**src/rtl/mbus_pkg.sv**
```systemverilog
// Shared types and widths for the page-decoded master bus interconnect.
package mbus_pkg;

    localparam int PAGE_W = 4;
    localparam int WAIT_W = 4;
    localparam int TMO_W  = 8;

    typedef enum logic [1:0] {
        ST_IDLE   = 2'd0,
        ST_ACCESS = 2'd1,
        ST_DONE   = 2'd2,
        ST_ERR    = 2'd3
    } state_e;

endpackage

```
**src/rtl/mbus_page_decoder.sv**
```systemverilog
// Combinational page decoder: address page field to one-hot slave hit.
module mbus_page_decoder
    import mbus_pkg::*;
#(
    parameter int                        NSLAVE     = 4,
    parameter logic [NSLAVE*PAGE_W-1:0]  SLAVE_PAGE = {NSLAVE{4'h0}}
) (
    input  logic [PAGE_W-1:0] page_i,
    output logic [NSLAVE-1:0] hit_o,
    output logic              valid_o
);

    logic [NSLAVE-1:0] match_s;

    // Raw page compare per slave, then keep only the lowest-index match.
    always_comb begin
        for (int i = 0; i < NSLAVE; i++) begin
            match_s[i] = (page_i == SLAVE_PAGE[i*PAGE_W +: PAGE_W]);
        end
        hit_o   = match_s & ~(match_s - {{(NSLAVE-1){1'b0}}, 1'b1});
        valid_o = |match_s;
    end

endmodule

```
**src/rtl/mbus_interconnect.sv**
```systemverilog
// Single-master to NSLAVE-slave interconnect with page decode, fixed wait
// states, slave handshake and access timeout.
module mbus_interconnect
    import mbus_pkg::*;
#(
    parameter int                        WIDTH       = 32,
    parameter int                        NSLAVE      = 4,
    parameter int                        SEL_LSB     = 12,
    parameter logic [NSLAVE*PAGE_W-1:0]  SLAVE_PAGE  = {4'hF, 4'hE, 4'hD, 4'h0},
    parameter logic [NSLAVE*WAIT_W-1:0]  WAIT_STATES = {(NSLAVE*WAIT_W){1'b0}},
    parameter int                        TIMEOUT     = 16
) (
    input  logic                    clk,
    input  logic                    reset,
    input  logic                    m_req,
    input  logic [WIDTH-1:0]        m_addr,
    input  logic [WIDTH-1:0]        m_wdata,
    input  logic                    m_wen,
    output logic [WIDTH-1:0]        m_rdata,
    output logic                    m_ready,
    output logic                    m_err,
    output logic                    busy,
    output logic [NSLAVE-1:0]       s_cs,
    output logic [WIDTH-1:0]        s_addr,
    output logic [WIDTH-1:0]        s_wdata,
    output logic                    s_wen,
    input  logic [NSLAVE*WIDTH-1:0] s_rdata,
    input  logic [NSLAVE-1:0]       s_ack
);

    state_e             state_q, state_d;
    logic [WIDTH-1:0]   addr_q, addr_d;
    logic [WIDTH-1:0]   wdata_q, wdata_d;
    logic               wen_q, wen_d;
    logic [NSLAVE-1:0]  sel_q, sel_d;
    logic [WAIT_W-1:0]  wait_q, wait_d;
    logic [TMO_W-1:0]   tmo_q, tmo_d;
    logic [WIDTH-1:0]   rdata_q, rdata_d;

    logic [NSLAVE-1:0]  hit_s;
    logic               valid_s;
    logic [WAIT_W-1:0]  ws_sel_s;
    logic [WIDTH-1:0]   rdata_sel_s;
    logic               complete_s;

    mbus_page_decoder #(
        .NSLAVE     (NSLAVE),
        .SLAVE_PAGE (SLAVE_PAGE)
    ) u_dec (
        .page_i  (m_addr[SEL_LSB +: PAGE_W]),
        .hit_o   (hit_s),
        .valid_o (valid_s)
    );

    // Wait count for the decoded slave and read data of the latched slave.
    always_comb begin
        ws_sel_s    = {WAIT_W{1'b0}};
        rdata_sel_s = {WIDTH{1'b0}};
        for (int i = 0; i < NSLAVE; i++) begin
            ws_sel_s    = ws_sel_s | (hit_s[i] ? WAIT_STATES[i*WAIT_W +: WAIT_W] : {WAIT_W{1'b0}});
            rdata_sel_s = rdata_sel_s | (sel_q[i] ? s_rdata[i*WIDTH +: WIDTH] : {WIDTH{1'b0}});
        end
        complete_s = (wait_q == {WAIT_W{1'b0}}) && ((s_ack & sel_q) != {NSLAVE{1'b0}});
    end

    // State and datapath registers.
    always_ff @(posedge clk or negedge reset) begin
        if (!reset) begin
            state_q <= ST_IDLE;
            addr_q  <= {WIDTH{1'b0}};
            wdata_q <= {WIDTH{1'b0}};
            wen_q   <= 1'b0;
            sel_q   <= {NSLAVE{1'b0}};
            wait_q  <= {WAIT_W{1'b0}};
            tmo_q   <= {TMO_W{1'b0}};
            rdata_q <= {WIDTH{1'b0}};
        end else begin
            state_q <= state_d;
            addr_q  <= addr_d;
            wdata_q <= wdata_d;
            wen_q   <= wen_d;
            sel_q   <= sel_d;
            wait_q  <= wait_d;
            tmo_q   <= tmo_d;
            rdata_q <= rdata_d;
        end
    end

    // Next-state and datapath update.
    always_comb begin
        state_d = state_q;
        addr_d  = addr_q;
        wdata_d = wdata_q;
        wen_d   = wen_q;
        sel_d   = sel_q;
        wait_d  = wait_q;
        tmo_d   = tmo_q;
        rdata_d = rdata_q;
        case (state_q)
            ST_IDLE: begin
                if (m_req) begin
                    addr_d  = m_addr;
                    wdata_d = m_wdata;
                    wen_d   = m_wen;
                    sel_d   = hit_s;
                    wait_d  = ws_sel_s;
                    tmo_d   = {TMO_W{1'b0}};
                    state_d = valid_s ? ST_ACCESS : ST_ERR;
                    // A failed read must present zero data in the ERR cycle.
                    rdata_d = (!valid_s && !m_wen) ? {WIDTH{1'b0}} : rdata_q;
                end else begin
                    state_d = ST_IDLE;
                end
            end
            ST_ACCESS: begin
                wait_d = (wait_q != {WAIT_W{1'b0}}) ? (wait_q - {{(WAIT_W-1){1'b0}}, 1'b1}) : wait_q;
                tmo_d  = tmo_q + {{(TMO_W-1){1'b0}}, 1'b1};
                if (complete_s) begin
                    state_d = ST_DONE;
                    rdata_d = wen_q ? rdata_q : rdata_sel_s;
                end else if (tmo_q == TMO_W'(TIMEOUT - 1)) begin
                    state_d = ST_ERR;
                    rdata_d = wen_q ? rdata_q : {WIDTH{1'b0}};
                end else begin
                    state_d = ST_ACCESS;
                end
            end
            ST_DONE: state_d = ST_IDLE;
            ST_ERR:  state_d = ST_IDLE;
            default: state_d = ST_IDLE;
        endcase
    end

    // Outputs decoded from registered state only.
    always_comb begin
        m_ready = 1'b0;
        m_err   = 1'b0;
        busy    = 1'b1;
        s_cs    = {NSLAVE{1'b0}};
        s_wen   = 1'b0;
        case (state_q)
            ST_IDLE:   busy = 1'b0;
            ST_ACCESS: begin
                s_cs  = sel_q;
                s_wen = wen_q & (|sel_q);
            end
            ST_DONE:   m_ready = 1'b1;
            ST_ERR: begin
                m_ready = 1'b1;
                m_err   = 1'b1;
            end
            default:   busy = 1'b0;
        endcase
    end

    assign m_rdata = rdata_q;
    assign s_addr  = addr_q;
    assign s_wdata = wdata_q;

endmodule

```
**config.mk**
```make
export PLATFORM = sky130hd
export DESIGN_NAME = mbus_interconnect
export DESIGN_NICKNAME = d
export VERILOG_FILES = /design/src/rtl/mbus_pkg.sv /design/src/rtl/mbus_page_decoder.sv /design/src/rtl/mbus_interconnect.sv
export SDC_FILE = /design/constraint.sdc
export NUM_CORES = 1
export LEC_CHECK = 0
export CAP_MARGIN = 20
export CORE_MARGIN = 2
export CORE_UTILIZATION = 39
export DETAILED_ROUTE_END_ITERATION = 12
export HOLD_SLACK_MARGIN = 0.03
export PLACE_DENSITY_LB_ADDON = 0.12
export SETUP_SLACK_MARGIN = 0.5
export SYNTH_ARGS = -nofsm -noshare
export SYNTH_HDL_FRONTEND = slang
export SYNTH_SLANG_ARGS = --single-unit
```
**constraint.sdc**
```tcl
create_clock -name clk -period 2.7 [get_ports clk]
set_clock_uncertainty 0.15 [all_clocks]
set_input_delay 0.54 -clock clk [delete_from_list [all_inputs] [get_ports clk]]
set_output_delay 0.54 -clock clk [all_outputs]
set_load 0.01 [all_outputs]
```
After elaboration in Yosys (flattened, before gate mapping)
Index checks and enable logic that the tools add are counted.
- $add $sub $neg: 3
- eq/ne operators: 13
- muxes and demuxes: 26
- bitwise operators: 7
- reductions and logical operators: 17
- operators by type and width (cell ; number):
    32-bit two-way mux ; 10
    32-bit OR ; 3
    32-bit one-hot mux with 2 select lines ; 1
    8-bit one-hot mux with 2 select lines ; 1
    4-bit equality test (second input constant) ; 3
    4-bit two-way mux ; 3
    3-bit inequality test (second input constant) ; 3
    8-bit by 1-bit adder with 8-bit output (second input constant) ; 1
    4-bit AND ; 2
    8-bit by 4-bit equality test with 1-bit output (second input constant) ; 1
    4-bit zero test ; 2
    2-bit two-way mux ; 4
    8-bit two-way mux ; 1
    4-bit one-hot mux with 2 select lines ; 1
    4-bit nonzero test ; 2
    4-bit OR reduction ; 2
    4-bit by 1-bit subtractor with 4-bit output (second input constant) ; 2
    2-bit inequality test (second input constant) ; 3
    2-bit one-hot mux with 3 select lines ; 1
    6-bit AND reduction ; 1
    2-bit equality test (second input constant) ; 2
    1-bit two-way mux ; 4
    4-bit inverter ; 1
    2-bit AND reduction ; 2
    other kinds (8) ; 10
- bits in registers: 115
- input port bits: 200
- output and inout port bits: 104
- word-level logic and storage cells: 74

Depth between registers and ports, before layout
Gate-level depths: netlist of run 1.
- depth after elaboration: 7
- gate-level depth with buffers: 7
- depth with buffers taken out: 6

Cells and area by module
A second synthesis of run 1 with hierarchy kept.
- cell total of the unflattened synthesis: 540
- area total of the unflattened synthesis: 5375.2 µm²
- by module, submodules not included (module ; instances ; cells each ; area each (µm²) ; sequential area each (µm²)):
    mbus_interconnect ; 1 ; 531 ; 5326.4 ; 2877.8
    mbus_page_decoder ; 1 ; 9 ; 48.8 ; 0.0

Worst setup path before layout of run 1
Ideal clock, no wire load.
- path type: flip-flop to flip-flop
- from: reg wait_q[0]
- to: reg rdata_q[0], in the netlist m_rdata[0]
- setup time: 0.125 ns
- arrival: 1.894 ns
- required time: 2.425 ns
- path slack: 0.531 ns
- cell stages (with the launch flop): 8
- path buffers: 1
- clock period less this slack: 2.169 ns
- path through: dfrtp_1 > inv_1 > ha_1 > or3b_4 > a21oi_4 > a2bb2oi_4 > buf_12 > mux2_4
- word-level cells in the longest chain between the ends: 4
- elaborated cells on any way between the ends: 7
- classes of those cells: eq/ne (2); mux (2); reduce/logical (3)
- RTL lines (element ; line ; RTL):
    start: declaration ; mbus_interconnect.sv:36 ; logic [WAIT_W-1:0] wait_q, wait_d;
    start signal: assignment ; mbus_interconnect.sv:74 ; wait_q <= {WAIT_W{1'b0}};
    start signal: assignment ; mbus_interconnect.sv:83 ; wait_q <= wait_d;
    4-bit zero test * ; mbus_interconnect.sv:63 ; complete_s = (wait_q == {WAIT_W{1'b0}}) && ((s_ack & sel_q) != {NSLAVE{1'b0}});
    1-bit logical AND * ; mbus_interconnect.sv:63 ;
    3-bit inequality test (no line) / 32-bit two-way mux (equally long branches) ; n/a ;
    6-bit AND reduction (no line) / 32-bit one-hot mux with 2 select lines (equally long branches) ; n/a ;
    end signal: assignment ; mbus_interconnect.sv:76 ; rdata_q <= {WIDTH{1'b0}};
    end signal: assignment ; mbus_interconnect.sv:85 ; rdata_q <= rdata_d;
    end: declaration ; mbus_interconnect.sv:38 ; logic [WIDTH-1:0] rdata_q, rdata_d;
Every way passes the cells marked *; elsewhere a longest branch is shown, timed or not.
A chain may end at the register's enable or synchronous reset.

Worst setup path after layout of run 1
- from: reg wait_q[0]
- to: reg rdata_q[29], in the netlist m_rdata[29]
The elaborated chain is that of the path after synthesis.

==> results of run 1 <==
## report_power, final
part | switching (mW) | internal (mW) | leakage [nW]
sequential | 0.366 | 2.28 | 1.49
combinational | 1.85 | 2.18 | 2.58
clock | 0.809 | 1.30 | 0.255
## routing by layer
metal  track usage [%]  wire (um)
met3              9.13       1990
met5                 0          0
met2              44.5      10100
met1              30.4       7580
met4              9.59        427
## area by class of cell
class | instances | area, um^2 | area share (%)
repair buffers | 352 | 3570 | 36.7
flip-flops and latches | 115 | 2880 | 29.6
multi-input cells | 402 | 2470 | 25.3
clock buffers | 19 | 453 | 4.65
well taps | 180 | 225 | 2.31
clock inverters | 12 | 110 | 1.13
inverters | 5 | 18.8 | 0.193
## state kept, by name (all words and copies together), names as in the netlist
register  cells
tmo_q         8
wen_q         1
s_wdata      32
s_addr       32
state_q       2
wait_q        4
sel_q         4
m_rdata      32
## worst min-delay path by stage
stage,startpoint,endpoint,cells after the start
final,m_addr[14],s_addr[14],3
after global routing,m_addr[14],s_addr[14],3
after CTS,s_addr[18],s_addr[18],2
after detailed placement,s_addr[18],s_addr[18],2
after global placement,s_wdata[18],s_wdata[18],2
after floorplan,reset,m_rdata[0],0
## critical path, delay by kind of cell (launching register included)
| family | cells | cell delay (ns) |
|---|---|---|
| AOI/OAI and AO/OA | 2 | 0.37 |
| adders and majority gates | 1 | 0.12 |
| buffers and inverters | 4 | 0.45 |
| DFF | 1 | 0.40 |
| muxes | 1 | 0.30 |
| and+or+nand+nor | 1 | 0.40 |
## cell usage after synthesis (2+ instances only)
| cell type | count |
|---|---|
| xor2_1 | 4 |
| a22oi_1 | 66 |
| a21oi_1 | 32 |
| o21ai_0 | 10 |
| and2_1 | 5 |
| and3_1 | 2 |
| nand2_1 | 210 |
| nor2_1 | 7 |
| dfrtp_1 | 115 |
| mux2_4 | 30 |
| buf_12 | 3 |
| nand3_1 | 7 |
| buf_2 | 3 |
| mux2_2 | 2 |
| clkbuf_1 | 29 |
| mux2i_1 | 4 |
| buf_4 | 6 |
| ha_1 | 3 |
| nor4_1 | 2 |
| inv_1 | 5 |
## stage by stage
step	total power, mW	cell area, um^2	setup TNS (ns)	hold slack, ns	utilization [%]
2_1_floorplan	4.35	5520	0	0.0944	-
5_1_grt	9.30	9730	0	0.299	70.4
6_report	8.78	9730	0	0.294	70.4
4_1_cts	8.73	9620	0	0.326	69.6
3_3_place_gp	5.98	8760	-0.0413	0.307	63.4
3_5_place_dp	6.10	8760	-1.20	0.312	63.4
## kinds of logic after synthesis
logic type,synth area share [%]
AO/OA/AOI/OAI,14.4
XOR/XNOR,0.635
adder cells (fa/ha/maj),0.680
buffers and inverters,4.49
flip-flops,52.1
multiplexers,9.29
AND/OR/NAND/NOR,18.4
## repair_timing
action / in CTS / in global routing
endpoints found under the setup margin: 40 / 39
hold buffers: 1 / 0
setup buffers: 18 / 6
cloned: 3 / 0
endpoints found under the hold margin: 33 / 0
pin swaps: 3 / 4
resized for setup: 40 / 23
==> flow_summary.yaml, run 1 <==
cts:
  clkTransAtPathRegs_ns: 0.05
  tritoncts: "done"
  insertion_delay_ns: 0.42
  h-tree-depth: 4
  numCtsBuffers: 17
  clock_path_buffers: 2
  cts-root-buf: "clkbuf_16"
  cts_sinks: 115
floorplan:
  die_x_um: 123
  dieArea_um2: 15100
  num_rows: 43
  core_area_um2: 13800
  ioPinCount: 304
  chipHeight_um: 123
  start_util_pct: 39.9
timing:
  fin_crit_sh_pct: 85.1
  drv_slew: 0
  max-slew-margin-rel_pct: 68.4
  post-route-min-period_ns: 2.30
  tightest_slew_ns: 0.474
  fmax_mhz: 435
  setup_viol: 0
  fin_ws_ns: 0.403
  finalHoldViolCount: 0
  rsz0062_at_grt: "yes"
routing:
  drtIter0Drc: 323
  antenna_left: 0
  wl_per_cell_um: 18.5
  dr.pass1.iters: 5
  vias: 5553
  drt_wl_total_mm: 20.1
  drc: 0
  viasPerCell: 5.12
layout:
  final_cell_count_no_fill: 1085
  n_antenna_cell: 0
  layout_common_cells: "clkdlybuf4s50_1, nand2_1, dfrtp_1, a22oi_1"
  syn2layout_area_growth_pct: 76.3
  mostFrequentLayoutCell: "clkdlybuf4s50_1"
  fill_cells: 1036
  layout.nets: 1096
  drive_gt1_share_pct: 15.7
placement:
  hpwl_mm: 14.4
  portBuffers: 303
  place.gp.congestion: 0.921
  dp_cells: 1026
  dp_slack_ns: -0.0885
critical_path:
  worstSetupEndpoint: "m_rdata[29]"
  cp_cell_sequence: "inv_2 > ha_4 > or3b_4 > a21oi_4 > a2bb2oi_4 > buf_6 > buf_12 > buf_16 > mux2_4"
  r2r-end: "m_rdata[29]"
  end_kind: "register"
  r2r_slack_ns: 0.40
  reg2regPathDepth: 9
  critical_path.startpoint: "wait_q[0]"
  cp.arrival_ns: 2.45
  r2r-start: "wait_q[0]"
  worstPathRequired_ns: 2.85
  crit_slowest_cell: "dfrtp_1"
  slowest_delay_ns: 0.40
  critPathLaunchType: "register"
  critPathMaxFanout: 6
  critPathKind: "reg2reg"
grt:
  grt_pass1_wl_mm: 29.7
  grt_max_degree: 72
  antenna_found_initial: 0
  grt_pass1_vias: 5587
  grt-ovfl-total: 0
  gr-usage-all-layers_pct: 26.1
power_and_ir_drop:
  p_leak_nw: 4.32
  p_per_area_nw_per_um2: 903
  peakVddDrop_v: 0.000588
synth:
  synthArstFlopShare_pct: 100
  synth.ff_latch_count: 115
  syn-mean-instance-area_um2: 9.81
  synth-edff-count: 0
  synth-seq-area-share_pct: 52.1
  netlist_instances: 563
  synth_top_area_cell: "dfrtp_1"
  ys_types: 38
  synth_top_area_share_pct: 52.1
  synthTopCellsByArea: "dfrtp_1, nand2_1, a22oi_1"
  synthesis.nets: 766
  synthFlopType: "dfrtp_1"
  synth.cell_area_um2: 5520
  ys_warn_count: 0
hold_path:
  holdCritPathClass: "in2reg"
outcome:
  status: "completed"
run:
  max-cap-violations: 0
No activity file was read; power rests on OpenSTA's default activity.
==> run 2: changes to the inputs <==
- CORE_AREA: default -> 2 2 117 119
- CORE_MARGIN: 2 -> default
- CORE_UTILIZATION: 39 -> default
- DIE_AREA: default -> 0 0 119 121
- DONT_BUFFER_PORTS: default -> 1
- clock period: 2.7 -> 2.95 ns (I/O delays scaled with it)
==> run 2 against run 1 <==
Effect of this change: the flow now finishes with violations (negative hold slack); routed wire length shrank 23%; hold slack worse by 0.56 ns; design area shrank 36%; via count down 26%; critical path type unchanged; critical endpoint is now m_rdata[16]; largest power group is now registers.
==> flow_summary.yaml, run 2 (synthesis gave the netlist of run 1 again) <==
floorplan:
  num_rows: 42
  die_x_um: 119
  dieArea_um2: 14400
  ioPinCount: 304
  core_area_um2: 13100
  start_util_pct: 42.2
  chipHeight_um: 121
timing:
  max-slew-margin-rel_pct: 53.3
  fin_crit_sh_pct: 78.5
  setup-tns-final_ns: 0
  drv_slew: 0
  post-route-min-period_ns: 2.32
  tightest_slew_ns: 0.700
  finalHoldViolCount: 115
  fmax_mhz: 432
  setup_viol: 0
  hold_ws_ns: -0.269
  rsz0062_at_grt: "no"
power_and_ir_drop:
  p_leak_nw: 2.88
  peakVddDrop_v: 0.000462
  p_per_area_nw_per_um2: 1030
grt:
  grt_max_degree: 116
  grt_pass1_wl_mm: 23.4
  grt_pass1_vias: 4262
  antenna_found_initial: 0
  grt-ovfl-total: 0
  gr-usage-all-layers_pct: 21.4
routing:
  drc: 0
  drtIter0Drc: 207
  vias: 4129
  drt_wl_total_mm: 15.4
  dr.pass1.iters: 4
  viasPerCell: 5.61
  antenna_left: 0
  wl_per_cell_um: 21.0
critical_path:
  slowest_delay_ns: 0.41
  worstPathRequired_ns: 3.09
  critPathMaxFanout: 32
  reg2regPathDepth: 7
  cp_cell_sequence: "inv_1 > ha_1 > or3b_4 > a21oi_4 > a2bb2oi_4 > buf_12 > mux2_2"
  critPathLaunchType: "register"
  cp.arrival_ns: 2.45
  crit_slowest_cell: "dfrtp_1"
  end_kind: "register"
  critPathKind: "reg2reg"
placement:
  portBuffers: 0
  hpwl_mm: 10.8
  place.gp.congestion: 0.802
layout:
  mostFrequentLayoutCell: "nand2_1"
  drive_gt1_share_pct: 13.9
  layout.nets: 752
  fill_cells: 1198
  n_antenna_cell: 0
  seqCellArea_um2: 2880
  multi_input_area_um2: 2400
  syn2layout_area_growth_pct: 12.7
  layout_common_cells: "nand2_1, dfrtp_1, a22oi_1, a21oi_1, mux2_4"
cts:
  clkTransAtPathRegs_ns: 0.05
  numCtsBuffers: 17
  cts_sinks: 115
  cts-root-buf: "clkbuf_16"
  tritoncts: "done"
  insertion_delay_ns: 0.40
  h-tree-depth: 4
  clock_path_buffers: 2
outcome:
  violations: "negative hold slack"
  status: "finished, violations left"
run:
  max-cap-violations: 0
hold_path:
  holdCritPathClass: "in2async"
run 2: stage by stage:
| step | instances | cell area (um^2) | util [%] | setup WS, ns | power, mW |
|---|---|---|---|---|---|
| floorplan | 563 | 5520 | - | 0.781 | 3.98 |
| global placement | 706 | 5600 | 42.8 | 0.685 | 4.28 |
| detailed placement | 706 | 5600 | 42.8 | 0.632 | 4.33 |
| CTS | 736 | 6220 | 47.5 | 0.626 | 6.52 |
| global route | 736 | 6220 | 47.5 | 0.527 | 6.87 |
| finish | 736 | 6220 | 47.5 | 0.634 | 6.42 |
run 2: worst paths after layout:
path | startpoint | to | slack, ns
max | wait_q[0] | m_rdata[16] | 0.63
min | reset | m_rdata[6] | -0.27
max reg2reg | wait_q[0] | m_rdata[16] | 0.63
min reg2reg | tmo_q[6] | tmo_q[6] | 0.37
max in group asynchronous | reset | state_q[0] | 2.74
min in group clk | m_addr[13] | sel_q[1] | 0.13
run 2: cell type report:
cell class / count / area share, %
tap: 176 / 3.54
clock inverter: 9 / 2.49
inverter: 5 / 0.302
timing repair buffer: 8 / 1.37
sequential: 115 / 46.3
multi-input combinational: 402 / 38.6
clock buffer: 21 / 7.40
run 2: power breakdown:
group | switching (mW) | leakage [nW] | internal [mW] | total (mW)
logic | 0.962 | 1.09 | 0.611 | 1.57
clock network | 0.697 | 0.299 | 1.45 | 2.14
registers | 0.615 | 1.49 | 2.09 | 2.70
run 2: timing repair:
action / in CTS / in global routing
setup buffers: 0 / 0
gates resized for setup: 0 / 0
endpoints found under the hold margin: 115 / 115
run 2: critical path, delay by kind of cell, from the launching register on:
kind | cells | cell delay (ns)
buffers and inverters | 2 | 0.35
AO/OA/AOI/OAI | 2 | 0.36
multiplexers | 1 | 0.37
flip-flops | 1 | 0.41
AND/OR/NAND/NOR | 1 | 0.41
adder cells (fa/ha/maj) | 1 | 0.13
run 2: layer usage:
metal	vias up	wire, um	track usage [%]
met3	36	1610	9.59
met1	1986	5850	24.3
li1	1891	-	-
met5	-	0	0
met2	216	7420	33.9
met4	0	540	11.2
==> run 3: changes to the inputs <==
- CORE_AREA: 2 2 117 119 -> 2 2 118 120
- DIE_AREA: 0 0 119 121 -> 0 0 120 122
- clock period: 2.95 -> 2.1 ns (I/O delays scaled with it)
==> run 3 against run 2 <==
Effect of this change: the flow finishes with violations (negative hold slack, negative setup slack); maximum frequency is 6.9% higher; die area rose by 1.7%; utilization increased by 15 points; clock power up 32%; via count grew 20%; largest cell class is now multi-input gates; highest routed layer unchanged.
==> flow_summary.yaml, run 3 (synthesis gave the netlist of run 1 again) <==
outcome:
  status: "finished, violations left"
  violations: "negative hold slack, negative setup slack"
floorplan:
  chipHeight_um: 122
  num_rows: 43
  dieArea_um2: 14600
  ioPinCount: 304
  die_x_um: 120
  core_area_um2: 13500
  start_util_pct: 40.9
layout:
  fill_cells: 1070
  n_antenna_cell: 0
  seqCellArea_um2: 2880
  multi_input_area_um2: 3050
  drive_gt1_share_pct: 39.7
  syn2layout_area_growth_pct: 52.4
  mostFrequentLayoutCell: "dfrtp_1"
  utilization_pct: 62.3
  final_cell_count_no_fill: 868
  fin_area_um2: 8420
  layout.nets: 878
  layout_common_cells: "dfrtp_1, nand2_1, a22oi_1, dlygate4sd3_1, nand2_2"
placement:
  portBuffers: 0
  place.gp.congestion: 0.790
  hpwl_mm: 11.6
  dp_cells: 729
  placed_cell_area_um2: 5790
timing:
  rsz0062_at_grt: "yes"
  tightest_slew_ns: 0.396
  hold_ws_ns: -0.450
  setup-tns-final_ns: -1.94
  drv_slew: 0
  fmax_mhz: 462
  fin_ws_ns: -0.0667
  finalHoldViolCount: 115
  fin_crit_sh_pct: 103
  post-route-min-period_ns: 2.17
  setup_viol: 32
  max-slew-margin-rel_pct: 73.6
routing:
  dr.pass1.iters: 5
  antenna_left: 0
  vias: 4944
  viasPerCell: 5.70
  drt_wl_total_mm: 19.7
  drc: 0
  drtIter0Drc: 293
  wl_per_cell_um: 22.7
cts:
  h-tree-depth: 4
  cts_sinks: 115
  clkTransAtPathRegs_ns: 0.06
  tritoncts: "done"
  clock_path_buffers: 2
  cts-root-buf: "clkbuf_16"
  insertion_delay_ns: 0.41
  numCtsBuffers: 17
critical_path:
  slowest_delay_ns: 0.39
  crit_buf_inv: 3
  r2r-start: "wait_q[0]"
  reg2regPathDepth: 8
  end_kind: "register"
  critPathKind: "reg2reg"
  crit_family: "flip-flops"
  cp_common_cell: "buf_12"
  critPathMaxFanout: 8
  crit_slowest_cell: "dfrtp_1"
  r2r-end: "m_rdata[19]"
  worstPathRequired_ns: 2.24
  cp_cell_sequence: "inv_2 > ha_4 > or3b_4 > a21oi_4 > a2bb2oi_4 > buf_12 > buf_12 > mux2_4"
  cp.arrival_ns: 2.31
  critPathLaunchType: "register"
  r2r_slack_ns: -0.07
hold_path:
  holdCritPathClass: "in2async"
grt:
  grt_pass1_vias: 4661
  grt_pass1_wl_mm: 26.3
  gr-usage-all-layers_pct: 23.7
  grt-ovfl-total: 0
  antenna_found_initial: 0
  grt_max_degree: 116
power_and_ir_drop:
  peakVddDrop_v: 0.000737
  p_leak_nw: 3.97
  p_per_area_nw_per_um2: 1330
run:
  max-cap-violations: 0
run 3: cell count changes in the layout (fill, tap and decap cells not counted), moves of 11 or more:
cell,delta
buf_6,+13
nand2_4,+44
nand2_1,-107
nand2_2,+63
buf_12,+11
buf_4,+17
dlygate4sd3_1,+66
run 3: metrics by stage:
| stage | power, mW | setup WS (ns) | hold slack, ns |
|---|---|---|---|
| floorplan | 5.61 | -0.0629 | -0.0256 |
| global placement | 6.25 | -0.0636 | -0.0220 |
| detailed placement | 6.33 | -0.149 | -0.0210 |
| CTS | 9.94 | -0.0765 | -0.468 |
| global route | 11.8 | -0.141 | -0.466 |
| finish | 11.2 | -0.0667 | -0.450 |
run 3: worst reg2reg max path, cell delays in order, from the launching register on:
cell,delay (ns)
dfrtp_1,0.39
inv_2,0.08
ha_4,0.12
or3b_4,0.38
a21oi_4,0.17
a2bb2oi_4,0.17
buf_12,0.15
buf_12,0.14
mux2_4,0.30
run 3: area by class of cell:
class | instances | share of cell area, %
Clock buffer | 18 | 5.22
Clock inverter | 14 | 1.69
Inverter | 5 | 0.223
Multi-Input combinational cell | 403 | 36.3
Sequential cell | 115 | 34.2
Tap cell | 180 | 2.68
Timing Repair Buffer | 133 | 19.7
run 3: metal layers:
metal | vias to the layer above | GRT usage (%) | routed length, um
li1 | 2160 | - | -
met3 | 47 | 8.99 | 1690
met4 | 0 | 9.56 | 581
met2 | 278 | 39.8 | 10000
met1 | 2459 | 27.4 | 7480
met5 | - | 0 | 0
run 3: worst max-delay path by stage:
| stage | start | cells past startpoint | endpoint |
|---|---|---|---|
| final | wait_q[0] | 8 | m_rdata[19] |
| after global routing | wait_q[1] | 8 | m_rdata[14] |
| after CTS | wait_q[1] | 8 | m_rdata[14] |
| after detailed placement | wait_q[0] | 7 | m_rdata[23] |
| after global placement | wait_q[0] | 7 | m_rdata[23] |
| after floorplan | wait_q[0] | 7 | m_rdata[0] |
run 3: what timing repair did:
item | CTS | global route
gates cloned | 3 | 13
endpoints found under the hold margin | 181 | 117
pin swaps | 11 | 111
resized for setup | 49 | 190
setup endpoints to repair | 117 | 119
buffers inserted | 12 | 13
hold buffers | 65 | 1
run 3: report_power, final:
| group | switching, mW | internal, mW | total [mW] |
|---|---|---|---|
| clock | 1.14 | 1.69 | 2.83 |
| sequential | 0.892 | 2.93 | 3.82 |
| combinational | 2.25 | 2.26 | 4.51 |
